===== src/rtl/pc_upstream_merger_pkg.sv =====
// Shared types and default widths for the PC upstream merger slice.
`timescale 1ns/1ps
package pc_upstream_pkg;

   localparam int NPCCODE_DFLT  = 8;
   localparam int NPCDATA_DFLT  = 24;
   localparam int NOP_CODE_DFLT = 64;

   typedef struct packed {
      logic [NPCCODE_DFLT-1:0] code;
      logic [NPCDATA_DFLT-1:0] data;
   } pc_word_t;

   typedef enum logic {
      FILL = 1'b0,
      PAD  = 1'b1
   } merger_state_t;

endpackage


===== src/rtl/pc_upstream_merger_if.sv =====
// Upstream-producer and PC-channel handshake bundle; the merger uses the slave side.
`timescale 1ns/1ps
interface pc_upstream_merger_if
   import pc_upstream_pkg::*;
#(
   parameter int NUM_IN  = 4,
   parameter int NPCCODE = NPCCODE_DFLT,
   parameter int NPCDATA = NPCDATA_DFLT
);
   logic [NUM_IN-1:0]              in_valid;
   logic [NUM_IN-1:0]              in_ready;
   logic [NUM_IN-1:0][NPCDATA-1:0] in_data;
   logic [NUM_IN-1:0][NPCCODE-1:0] in_code;
   logic                           out_valid;
   logic                           out_ready;
   logic [NPCCODE+NPCDATA-1:0]     out_data;

   modport master (
      output in_valid, in_data, in_code, out_ready,
      input  in_ready, out_valid, out_data
   );

   modport slave (
      input  in_valid, in_data, in_code, out_ready,
      output in_ready, out_valid, out_data
   );
endinterface


===== src/rtl/pc_upstream_merger_rr_arbiter.sv =====
// Combinational round-robin priority rotate: first request at or above ptr, modulo N.
`timescale 1ns/1ps
module rr_arbiter #(
   parameter  int N  = 4,
   localparam int PW = (N > 1) ? $clog2(N) : 1,
   localparam int SW = PW + 1
) (
   input  logic [N-1:0]  req,
   input  logic [PW-1:0] ptr,
   output logic          grant_valid,
   output logic [PW-1:0] grant_idx
);
   logic [SW-1:0] sum;

   // Scan from the farthest offset down so the closest request to ptr wins last.
   always_comb begin
      grant_valid = 1'b0;
      grant_idx   = '0;
      sum         = '0;
      for (int k = N - 1; k >= 0; k--) begin
         sum = {1'b0, ptr} + SW'(k);
         if (sum >= SW'(N)) sum = sum - SW'(N);
         if (req[sum[PW-1:0]]) begin
            grant_valid = 1'b1;
            grant_idx   = sum[PW-1:0];
         end
      end
   end
endmodule


===== src/rtl/pc_upstream_merger.sv =====
// N-input round-robin merger onto the PC upstream channel; pads partial blocks with NOP words.
`timescale 1ns/1ps
module pc_upstream_merger
   import pc_upstream_pkg::*;
#(
   parameter int NUM_IN        = 4,
   parameter int NPCCODE       = NPCCODE_DFLT,
   parameter int NPCDATA       = NPCDATA_DFLT,
   parameter int NOP_CODE      = NOP_CODE_DFLT,
   parameter int BLOCK_WORDS   = 128,
   parameter int FLUSH_TIMEOUT = 1024
) (
   input  logic                           clk,
   input  logic                           reset,
   pc_upstream_merger_if.slave            bus,
   input  logic                           flush_req,
   output logic [$clog2(BLOCK_WORDS)-1:0] word_cnt,
   output logic [31:0]                    nop_count
);
   localparam int PW = (NUM_IN > 1) ? $clog2(NUM_IN) : 1;
   localparam int WW = $clog2(BLOCK_WORDS);
   localparam int TW = $clog2(FLUSH_TIMEOUT + 1);
   localparam int OW = NPCCODE + NPCDATA;

   merger_state_t state;
   logic [PW-1:0] rr_ptr;
   logic [PW-1:0] grant_idx;
   logic          grant_valid;
   logic [TW-1:0] idle_timer;
   logic          vld_p1;
   logic [OW-1:0] word_p1;
   logic          load;
   logic          flush_hit;
   logic          timeout_hit;
   logic          accept;
   logic          pad_load;

   function automatic logic [TW-1:0] sat_inc(input logic [TW-1:0] v);
      return (v == TW'(FLUSH_TIMEOUT)) ? v : v + TW'(1);
   endfunction

   function automatic logic [PW-1:0] rr_next(input logic [PW-1:0] idx);
      return (idx == PW'(NUM_IN - 1)) ? '0 : idx + PW'(1);
   endfunction

   rr_arbiter #(.N(NUM_IN)) u_arb (
      .req         (bus.in_valid),
      .ptr         (rr_ptr),
      .grant_valid (grant_valid),
      .grant_idx   (grant_idx)
   );

   // An explicit flush beats a same-cycle grant; a timeout only fires if nothing is granted.
   always_comb begin
      load        = !vld_p1 || bus.out_ready;
      flush_hit   = (state == FILL) && (word_cnt != '0) && flush_req;
      timeout_hit = (state == FILL) && (word_cnt != '0) &&
                    (idle_timer == TW'(FLUSH_TIMEOUT)) && !(load && grant_valid);
      accept      = reset && (state == FILL) && load && grant_valid && !flush_hit;
      pad_load    = (state == PAD) && load;
      bus.in_ready = '0;
      if (accept) bus.in_ready[grant_idx] = 1'b1;
   end

   assign bus.out_valid = vld_p1;
   assign bus.out_data  = word_p1;

   // p1: output register stage
   always_ff @(posedge clk) begin
      if (!reset) begin
         state      <= FILL;
         rr_ptr     <= '0;
         idle_timer <= '0;
         vld_p1     <= 1'b0;
         word_p1    <= '0;
         word_cnt   <= '0;
         nop_count  <= '0;
      end else begin
         if (accept) begin
            vld_p1   <= 1'b1;
            word_p1  <= {bus.in_code[grant_idx], bus.in_data[grant_idx]};
            rr_ptr   <= rr_next(grant_idx);
            word_cnt <= word_cnt + WW'(1);
         end else if (pad_load) begin
            vld_p1    <= 1'b1;
            word_p1   <= {NPCCODE'(NOP_CODE), NPCDATA'(0)};
            nop_count <= nop_count + 32'd1;
            word_cnt  <= word_cnt + WW'(1);
            if (word_cnt == WW'(BLOCK_WORDS - 1)) state <= FILL;
         end else if (load) begin
            vld_p1 <= 1'b0;
         end

         if (flush_hit || timeout_hit) state <= PAD;

         if (accept || (word_cnt == '0) || (state == PAD)) idle_timer <= '0;
         else idle_timer <= sat_inc(idle_timer);
      end
   end
endmodule


===== src/flat_wrapper.sv =====
// flat-port wrapper written by rule: the top's interface ports become plain ports
module pc_upstream_merger_flat import pc_upstream_pkg::*;
#(
   parameter int NUM_IN        = 4,
   parameter int NPCCODE       = NPCCODE_DFLT,
   parameter int NPCDATA       = NPCDATA_DFLT,
   parameter int NOP_CODE      = NOP_CODE_DFLT,
   parameter int BLOCK_WORDS   = 128,
   parameter int FLUSH_TIMEOUT = 1024
)
  (clk, reset, flush_req, word_cnt, nop_count, bus_in_valid, bus_in_data, bus_in_code, bus_out_ready, bus_in_ready, bus_out_valid, bus_out_data);
  pc_upstream_merger_if #(.NUM_IN(NUM_IN), .NPCCODE(NPCCODE), .NPCDATA(NPCDATA)) bus_i ();
  input  logic clk;
  input  logic reset;
  input  logic flush_req;
  output logic [$clog2(BLOCK_WORDS)-1:0] word_cnt;
  output logic [31:0] nop_count;
  input wire logic [$bits(bus_i.in_valid)-1:0] bus_in_valid;
  input wire logic [$bits(bus_i.in_data)-1:0] bus_in_data;
  input wire logic [$bits(bus_i.in_code)-1:0] bus_in_code;
  input wire logic [$bits(bus_i.out_ready)-1:0] bus_out_ready;
  output wire logic [$bits(bus_i.in_ready)-1:0] bus_in_ready;
  output wire logic [$bits(bus_i.out_valid)-1:0] bus_out_valid;
  output wire logic [$bits(bus_i.out_data)-1:0] bus_out_data;
  assign bus_i.in_valid = bus_in_valid;
  assign bus_i.in_data = bus_in_data;
  assign bus_i.in_code = bus_in_code;
  assign bus_i.out_ready = bus_out_ready;
  assign bus_in_ready = bus_i.in_ready;
  assign bus_out_valid = bus_i.out_valid;
  assign bus_out_data = bus_i.out_data;
  pc_upstream_merger #(.NUM_IN(NUM_IN), .NPCCODE(NPCCODE), .NPCDATA(NPCDATA), .NOP_CODE(NOP_CODE), .BLOCK_WORDS(BLOCK_WORDS), .FLUSH_TIMEOUT(FLUSH_TIMEOUT)) u_core (.clk(clk), .reset(reset), .bus(bus_i), .flush_req(flush_req), .word_cnt(word_cnt), .nop_count(nop_count));
endmodule

===== config.mk =====
export PLATFORM = sky130hd
export DESIGN_NAME = pc_upstream_merger_flat
export DESIGN_NICKNAME = d
export VERILOG_FILES = /design/src/rtl/pc_upstream_merger_pkg.sv /design/src/rtl/pc_upstream_merger_if.sv /design/src/rtl/pc_upstream_merger_rr_arbiter.sv /design/src/rtl/pc_upstream_merger.sv /design/src/flat_wrapper.sv
export SDC_FILE = /design/constraint.sdc
export NUM_CORES = 1
export LEC_CHECK = 0
export BUFFER_PORTS_ARGS = -buffer_cell sky130_fd_sc_hd__clkbuf_2
export CAP_MARGIN = 20
export CORE_ASPECT_RATIO = 1.25
export CORE_UTILIZATION = 45
export CTS_BUF_LIST = sky130_fd_sc_hd__clkbuf_4 sky130_fd_sc_hd__clkbuf_8
export DETAILED_ROUTE_END_ITERATION = 12
export PLACE_DENSITY = 0.78
export SYNTH_ARGS = -nofsm -noshare
export SYNTH_HDL_FRONTEND = slang
export SYNTH_SLANG_ARGS = --single-unit
export TNS_END_PERCENT = 5

===== constraint.sdc =====
create_clock -name clk -period 3.2 [get_ports clk]
set_input_delay 0.32 -clock clk [delete_from_list [all_inputs] [get_ports clk]]
set_output_delay 0.32 -clock clk [all_outputs]
set_load 0.02 [all_outputs]

==> impl_metrics.csv, run 1 <==
group,metric,value,unit
cells_and_area,layout-area-overhead-vs-synth,29.6,%
grt,met2_usage,41.2,%
placement,routabilityCongestion,0.845,
cells_and_area,nets,846,
floorplan,initial_core_util,46.6,%
sta,final.setup.tns,0,ps
sta,slew_violations,0,
power_and_ir_drop,power_frac_clock,20.7,%
routing,antenna_left,0,
routing,drc,0,
power_and_ir_drop,p_sw,1.40,mW
grt,busiest_layer,"met2",
grt,use_met1,26.3,%
sta,finClkSkew,11.9,ps
cells_and_area,final_common_cell,"clkbuf_2",
floorplan,dieArea,10500,µm²
hold_path,hold_class,"input pin to register",
cells_and_area,antennaDiodeCount,0,
worst_setup_path,worstSetupPathType,"register to output port",
worst_setup_path,r2r_cells,9,
grt,grt_pass1_vias,4187,
routing,dr.pass1.iters,4,
power_and_ir_drop,total_power,3.63,mW
routing,drtIter0Drc,101,
sta,worstMarginPinSlew,945,ps
synth,netlist_area,4520,µm²
synth,yosysSeqAreaShare,38.1,%
clocking,cts-resized-gates,0,
cells_and_area,drive_gt1_share,35.5,%
cells_and_area,final_cell_mix,"clkbuf_2 (211), dfxtp_1 (86), mux2i_1 (62)",
power_and_ir_drop,switching_share,38.5,%
grt,gr-total-overflow,0,
grt,grt_pass1_wl,19000,µm
grt,antenna_found_initial,0,
grt,grt_use_met3,3.98,%
clocking,insertion_delay,340,ps
worst_setup_path,rrSetupSlack,1080,ps
floorplan,io_pins,212,
sta,period_share,75.8,%
worst_setup_path,crit_required,2880,ps
worst_setup_path,cp-endpoint,"bus_in_ready[0]",
placement,numPortBuffers,211,
power_and_ir_drop,ir_worst_vdd,0.344,mV
clocking,cts_tree,"done",
worst_setup_path,critical_path.max_fanout,11,
clocking,post_cts_buffers,0,
clocking,cts-root-buf,"clkbuf_8",
synth,synthArstFlopShare,0,%
sta,grt_setup_unrepaired,"false",
synth,synth_seq_cells,86,
synth,yosysWarningCount,0,
worst_setup_path,crit_arrival,2110,ps
floorplan,placementRows,40,
worst_setup_path,r2r-start,"u_core.word_cnt[0]",
synth,ys.flop_type,"dfxtp_1",
worst_setup_path,worstSetupStartpointType,"register",
synth,synth_enable_flop_cells,0,
job,maxCapViolCount,0,
routing,via_count,4373,
synth,synthesis.nets,648,
grt,grt_max_degree,63,
routing,via_per_inst,5.27,
synth,yosys.cell_types.count,48,
sta,fmax,412,MHz
worst_setup_path,crit_start,"u_core.word_cnt[0]",
clocking,clk_path_buf_depth,2,
power_and_ir_drop,p_leak,2.54,nW
placement,dp_hpwl,9020,µm
power_and_ir_drop,power_density,620,nW/µm²
worst_setup_path,regToRegEndpoint,"u_core.bus.out_data[30]",
routing,avgRoutedWirePerCell,14.1,µm
synth,syn_area_per_cell,8.99,µm²
power_and_ir_drop,seq_power_share,39.5,%
floorplan,design.core.area,9710,µm²
sta,finalSetupViolations,0,
sta,finalCriticalPeriod,2430,ps
power_and_ir_drop,internal-power,2.23,mW
worst_setup_path,worst_setup_path_end_kind,"output port",
floorplan,die_y,114,µm
clocking,ctsHtreeMaxLevel,3,
status,status,"finished clean",
sta,hold_viol_final,0,
clocking,numCtsBuffers,9,
sta,slew_headroom,37.0,%
power_and_ir_drop,combPwrFrac,39.8,%
grt,track_usage,22.7,%
synth,syn_inst,503,
clocking,cts.clk_slew.worst_paths,90,ps
routing,wl,11700,µm
clocking,clock-sinks,86,
clocking,hold_buffers,0,
floorplan,die_x,91.7,µm
-- stage by stage --
step | utilization (%) | cells | instance area (µm²) | worst slack, ps | hold slack (ps)
global route | 60.3 | 830 | 5860 | 585 | 267
global placement | 58.4 | 816 | 5670 | 1150 | 446
CTS | 60.3 | 830 | 5860 | 753 | 241
detailed placement | 58.4 | 816 | 5670 | 1080 | 446
finish | 60.3 | 830 | 5860 | 774 | 260
floorplan | - | 503 | 4520 | 1130 | 438
-- critical path: stages, from the launching register on --
cell and delay [ps]:
dfxtp_1 350, inv_1 90, ha_1 140, nor2b_1 160, a21boi_1 120, nor4_1 370
buf_4 240, and2_1 140, clkbuf_2 160
-- power by group through the flow --
stage	Combinational [mW]	Sequential [mW]	Clock, mW
after floorplan	0.731	1.68	0
after global placement	1.42	1.45	0
after detailed placement	1.45	1.46	0
after CTS	1.45	1.44	0.781
after global routing	1.57	1.47	0.823
final	1.45	1.43	0.752
-- registers in the layout, indices dropped and copies added (netlist names) --
| register | cells |
|---|---|
| u_core.nop_count | 32 |
| u_core.state | 1 |
| u_core.word_cnt | 7 |
| u_core.bus.out_data | 32 |
| u_core.rr_ptr | 2 |
| u_core.bus.out_valid | 1 |
| u_core.idle_timer | 11 |
-- Yosys cell counts (all sizes together) (4+ instances only) --
cell    number  area share, %
dfxtp       86             38
mux2i       62             14
nand2       54            4.5
nor2        43            3.6
o221ai      31            6.0
xnor2       28            5.4
nand3       19            2.1
inv         18            1.5
nor4        18            3.7
clkbuf      17            1.4
a21oi       16            1.8
buf         15            1.9
o21ai       13            1.4
ha           9            2.5
xor2         9            1.7
and2         8            1.1
or3          8            1.1
nor3         7           0.77
nand4        6           0.83
and3         4           0.55
nand2b       4           0.55
-- logic make-up (layout without fill, tap and decap cells) --
logic type,Yosys count,in the layout,synth area share [%]
and+or+nand+nor,185,185,21.4
DFF,86,86,38.1
AOI/OAI and AO/OA,72,72,11.8
muxes,64,64,14.2
buffers and inverters,50,251,4.79
xor gates and xnor gates,37,37,7.17
adders and majority gates,9,9,2.49
-- worst min path at each step --
stage | startpoint | end | slack [ps] | cells after the start
finish | bus_in_code[5] | u_core.bus.out_data[29] | 260 | 3
global route | bus_in_data[4] | u_core.bus.out_data[4] | 270 | 3
CTS | bus_in_code[5] | u_core.bus.out_data[29] | 240 | 3
detailed placement | u_core.bus.out_data[23] | u_core.bus.out_data[23] | 450 | 2
global placement | u_core.bus.out_data[23] | u_core.bus.out_data[23] | 450 | 2
floorplan | reset | u_core.word_cnt[5] | 440 | 1
-- final cells by class --
class                      count  area [µm²]
timing repair buffer         219        1130
clock buffer                  11         145
fill                         863        3850
clock inverter                 3        46.3
sequential                    86        1720
multi-input combinational    367        2590
inverter                      18        67.6
tap                          126         158
-- per-layer routing --
metal / vias to the layer above / share of wire [%]
met5: - / 0
met4: 0 / 1.6
met3: 14 / 4.9
li1: 2199 / -
met1: 2001 / 42
met2: 159 / 51
Power figures use the tool's default switching activity.
==> inputs of run 2 (changes only) <==
Settings changed: ABC_AREA from default to 1, PLACE_DENSITY 0.78 to 0.77.
Clock period 3.2 ns to 2 ns, I/O delays scaled along.
==> impl_metrics.csv, run 2 <==
group,metric,value,unit
status,status,"finished with violations",
status,violations,"setup timing",
cells_and_area,utilization,61.9,%
routing,antenna_left,0,
cells_and_area,fillers,1164,
routing,wl,16700,µm
grt,track_usage,25.4,%
synth,yosysWarningCount,0,
grt,gr-total-overflow,0,
placement,routabilityCongestion,0.903,
hold_path,holdPathEnd,"u_core.state",
worst_setup_path,rrSetupSlack,-160,ps
hold_path,hold_depth,3,
floorplan,die_y,127,µm
synth,synthesis.nets,1063,
floorplan,die_x,102,µm
cells_and_area,layout-area-overhead-vs-synth,33.8,%
cells_and_area,nets,1286,
power_and_ir_drop,power_density,1540,nW/µm²
sta,slew_headroom,73.1,%
worst_setup_path,r2r-start,"u_core.rr_ptr[0]",
floorplan,design.core.area,12200,µm²
placement,pre_cts_ws,-36.2,ps
cells_and_area,final_cell_mix,"nand2_1 (234), clkbuf_2 (207), inv_1 (155)",
floorplan,dieArea,12900,µm²
floorplan,io_pins,212,
worst_setup_path,crit_required,1800,ps
cells_and_area,drive_gt1_share,29.6,%
worst_setup_path,r2r_cells,14,
grt,grt_pass1_vias,5958,
power_and_ir_drop,ir_worst_vdd,0.777,mV
sta,grt_setup_unrepaired,"true",
clocking,hold_buffers,0,
hold_path,min_from,"flush_req",
synth,syn_area_per_cell,6.12,µm²
worst_setup_path,worst_setup_path_end_kind,"output port",
cells_and_area,final_common_cell,"nand2_1",
clocking,cts.clk_slew.worst_paths,90,ps
grt,grt_pass1_wl,26200,µm
synth,synth_seq_cells,86,
grt,antenna_found_initial,0,
placement,numPortBuffers,211,
synth,synth_top_area_cell,"dfxtp_1",
routing,via_count,6495,
routing,via_per_inst,4.96,
synth,synth_top_area_share,30.6,%
sta,finClkSkew,6.48,ps
clocking,insertion_delay,360,ps
synth,synth.most_common_cell,"nand2_1",
synth,netlist_area,5620,µm²
floorplan,placementRows,45,
routing,drtIter0Drc,244,
hold_path,hold_class,"input pin to register",
power_and_ir_drop,p_leak,3.90,nW
sta,finalSetupViolations,44,
worst_setup_path,regToRegEndpoint,"u_core.bus.out_data[10]",
job,maxCapViolCount,0,
worst_setup_path,critical_path.max_fanout,9,
clocking,clock-sinks,86,
worst_setup_path,worstSetupStartpointType,"register",
synth,synth_enable_flop_cells,0,
sta,period_share,113,%
synth,ys.flop_type,"dfxtp_1",
synth,ys_top_cells_by_area,"dfxtp_1 (31%), nand2_1 (16%), nand3_1 (11%), inv_1 (11%), a21oi_1 (5.7%)",
routing,avgRoutedWirePerCell,12.7,µm
synth,synthArstFlopShare,0,%
synth,synth_common_cells,"nand2_1 (247), inv_1 (158), nand3_1 (121), dfxtp_1 (86), a21oi_1 (64)",
synth,yosys.cell_types.count,38,
sta,hold_viol_final,0,
sta,setup_ws,-251,ps
clocking,cts-root-buf,"clkbuf_8",
clocking,ctsHtreeMaxLevel,3,
sta,fmax,444,MHz
sta,worstMarginPinSlew,404,ps
grt,grt_max_degree,63,
clocking,numCtsBuffers,9,
sta,slew_violations,0,
clocking,cts_tree,"done",
clocking,clk_path_buf_depth,2,
cells_and_area,antennaDiodeCount,0,
worst_setup_path,worstSetupPathType,"register to output port",
sta,finalCriticalPeriod,2250,ps
routing,drc,0,
placement,dp_hpwl,11700,µm
synth,yosysSeqAreaShare,30.6,%
synth,syn_inst,918,
worst_setup_path,crit_arrival,2050,ps
routing,dr.pass1.iters,5,
floorplan,initial_core_util,46.2,%
run 2: logic make-up after synthesis:
group,count (synthesis),share of synthesized area [%]
buf+inv,208,15.4
xor+xnor,11,1.71
flops,86,30.6
compound gates,92,8.57
simple gates,512,41.7
fa+ha+maj,9,2.00
run 2: worst max path at each step:
| stage | startpoint | to | slack (ps) | depth (start not counted) |
|---|---|---|---|---|
| after CTS | u_core.rr_ptr[0] | bus_in_ready[0] | -190 | 12 |
| after global placement | u_core.rr_ptr[0] | u_core.bus.out_data[3] | 20 | 14 |
| after floorplan | u_core.rr_ptr[0] | bus_in_ready[2] | 30 | 13 |
| final | u_core.rr_ptr[0] | bus_in_ready[2] | -250 | 10 |
| after global routing | u_core.rr_ptr[0] | bus_in_ready[2] | -310 | 10 |
| after detailed placement | u_core.rr_ptr[0] | u_core.bus.out_data[22] | -40 | 12 |
run 2: power by group:
| group | total (mW) | internal (mW) | switching, mW |
|---|---|---|---|
| combinational | 8.03 | 3.08 | 4.95 |
| clock | 1.17 | 0.494 | 0.674 |
| sequential | 2.38 | 2.11 | 0.264 |
| total | 11.6 | 5.68 | 5.89 |
run 2: layer usage:
metal	track usage [%]	vias to the layer above	share of wire, %	routed length (µm)
li1	-	3326	-	-
met1	28.7	2929	41	6920
met2	44.9	202	50	8380
met3	5.12	38	5.8	962
met4	11.8	0	2.6	436
met5	0	-	0	0
run 2: worst max-delay path, stage by stage, from the launching register on:
cell,delay (ps)
dfxtp_4,380
buf_6,140
o21ai_4,190
nand2_2,110
buf_4,150
nand2_1,70
nor3_2,50
nand2_2,90
nand3b_4,160
nor2_2,200
buf_6,140
run 2: cell type report:
type	count	area, µm²	share of cell area [%]
Clock buffer	10	138	1.83
Sequential cell	86	1740	23.1
Inverter	164	627	8.33
Tap cell	164	205	2.73
Clock inverter	6	46.3	0.615
Timing Repair Buffer	256	1500	19.9
Multi-Input combinational cell	624	3270	43.5
run 2: timing repair:
item / 4_1_cts / 5_1_grt
gates resized for setup: 26 / 64
pin swaps: 18 / 19
buffers inserted: 10 / 8
setup endpoints to repair: 37 / 45
cloned: 0 / 0
run 2: per-stage QoR:
stage                     std cells  hold slack, ps  power (mW)  setup TNS, ps  cell area, µm²
final                          1310             142        11.6          -5560            7520
after global routing           1310             152        12.5         -10640            7520
after CTS                      1302             132        10.8           -714            7230
after detailed placement       1277             454        9.28           -384            6910
after global placement         1277             448        9.20              0            6910
after floorplan                 918             406        7.36              0            5620
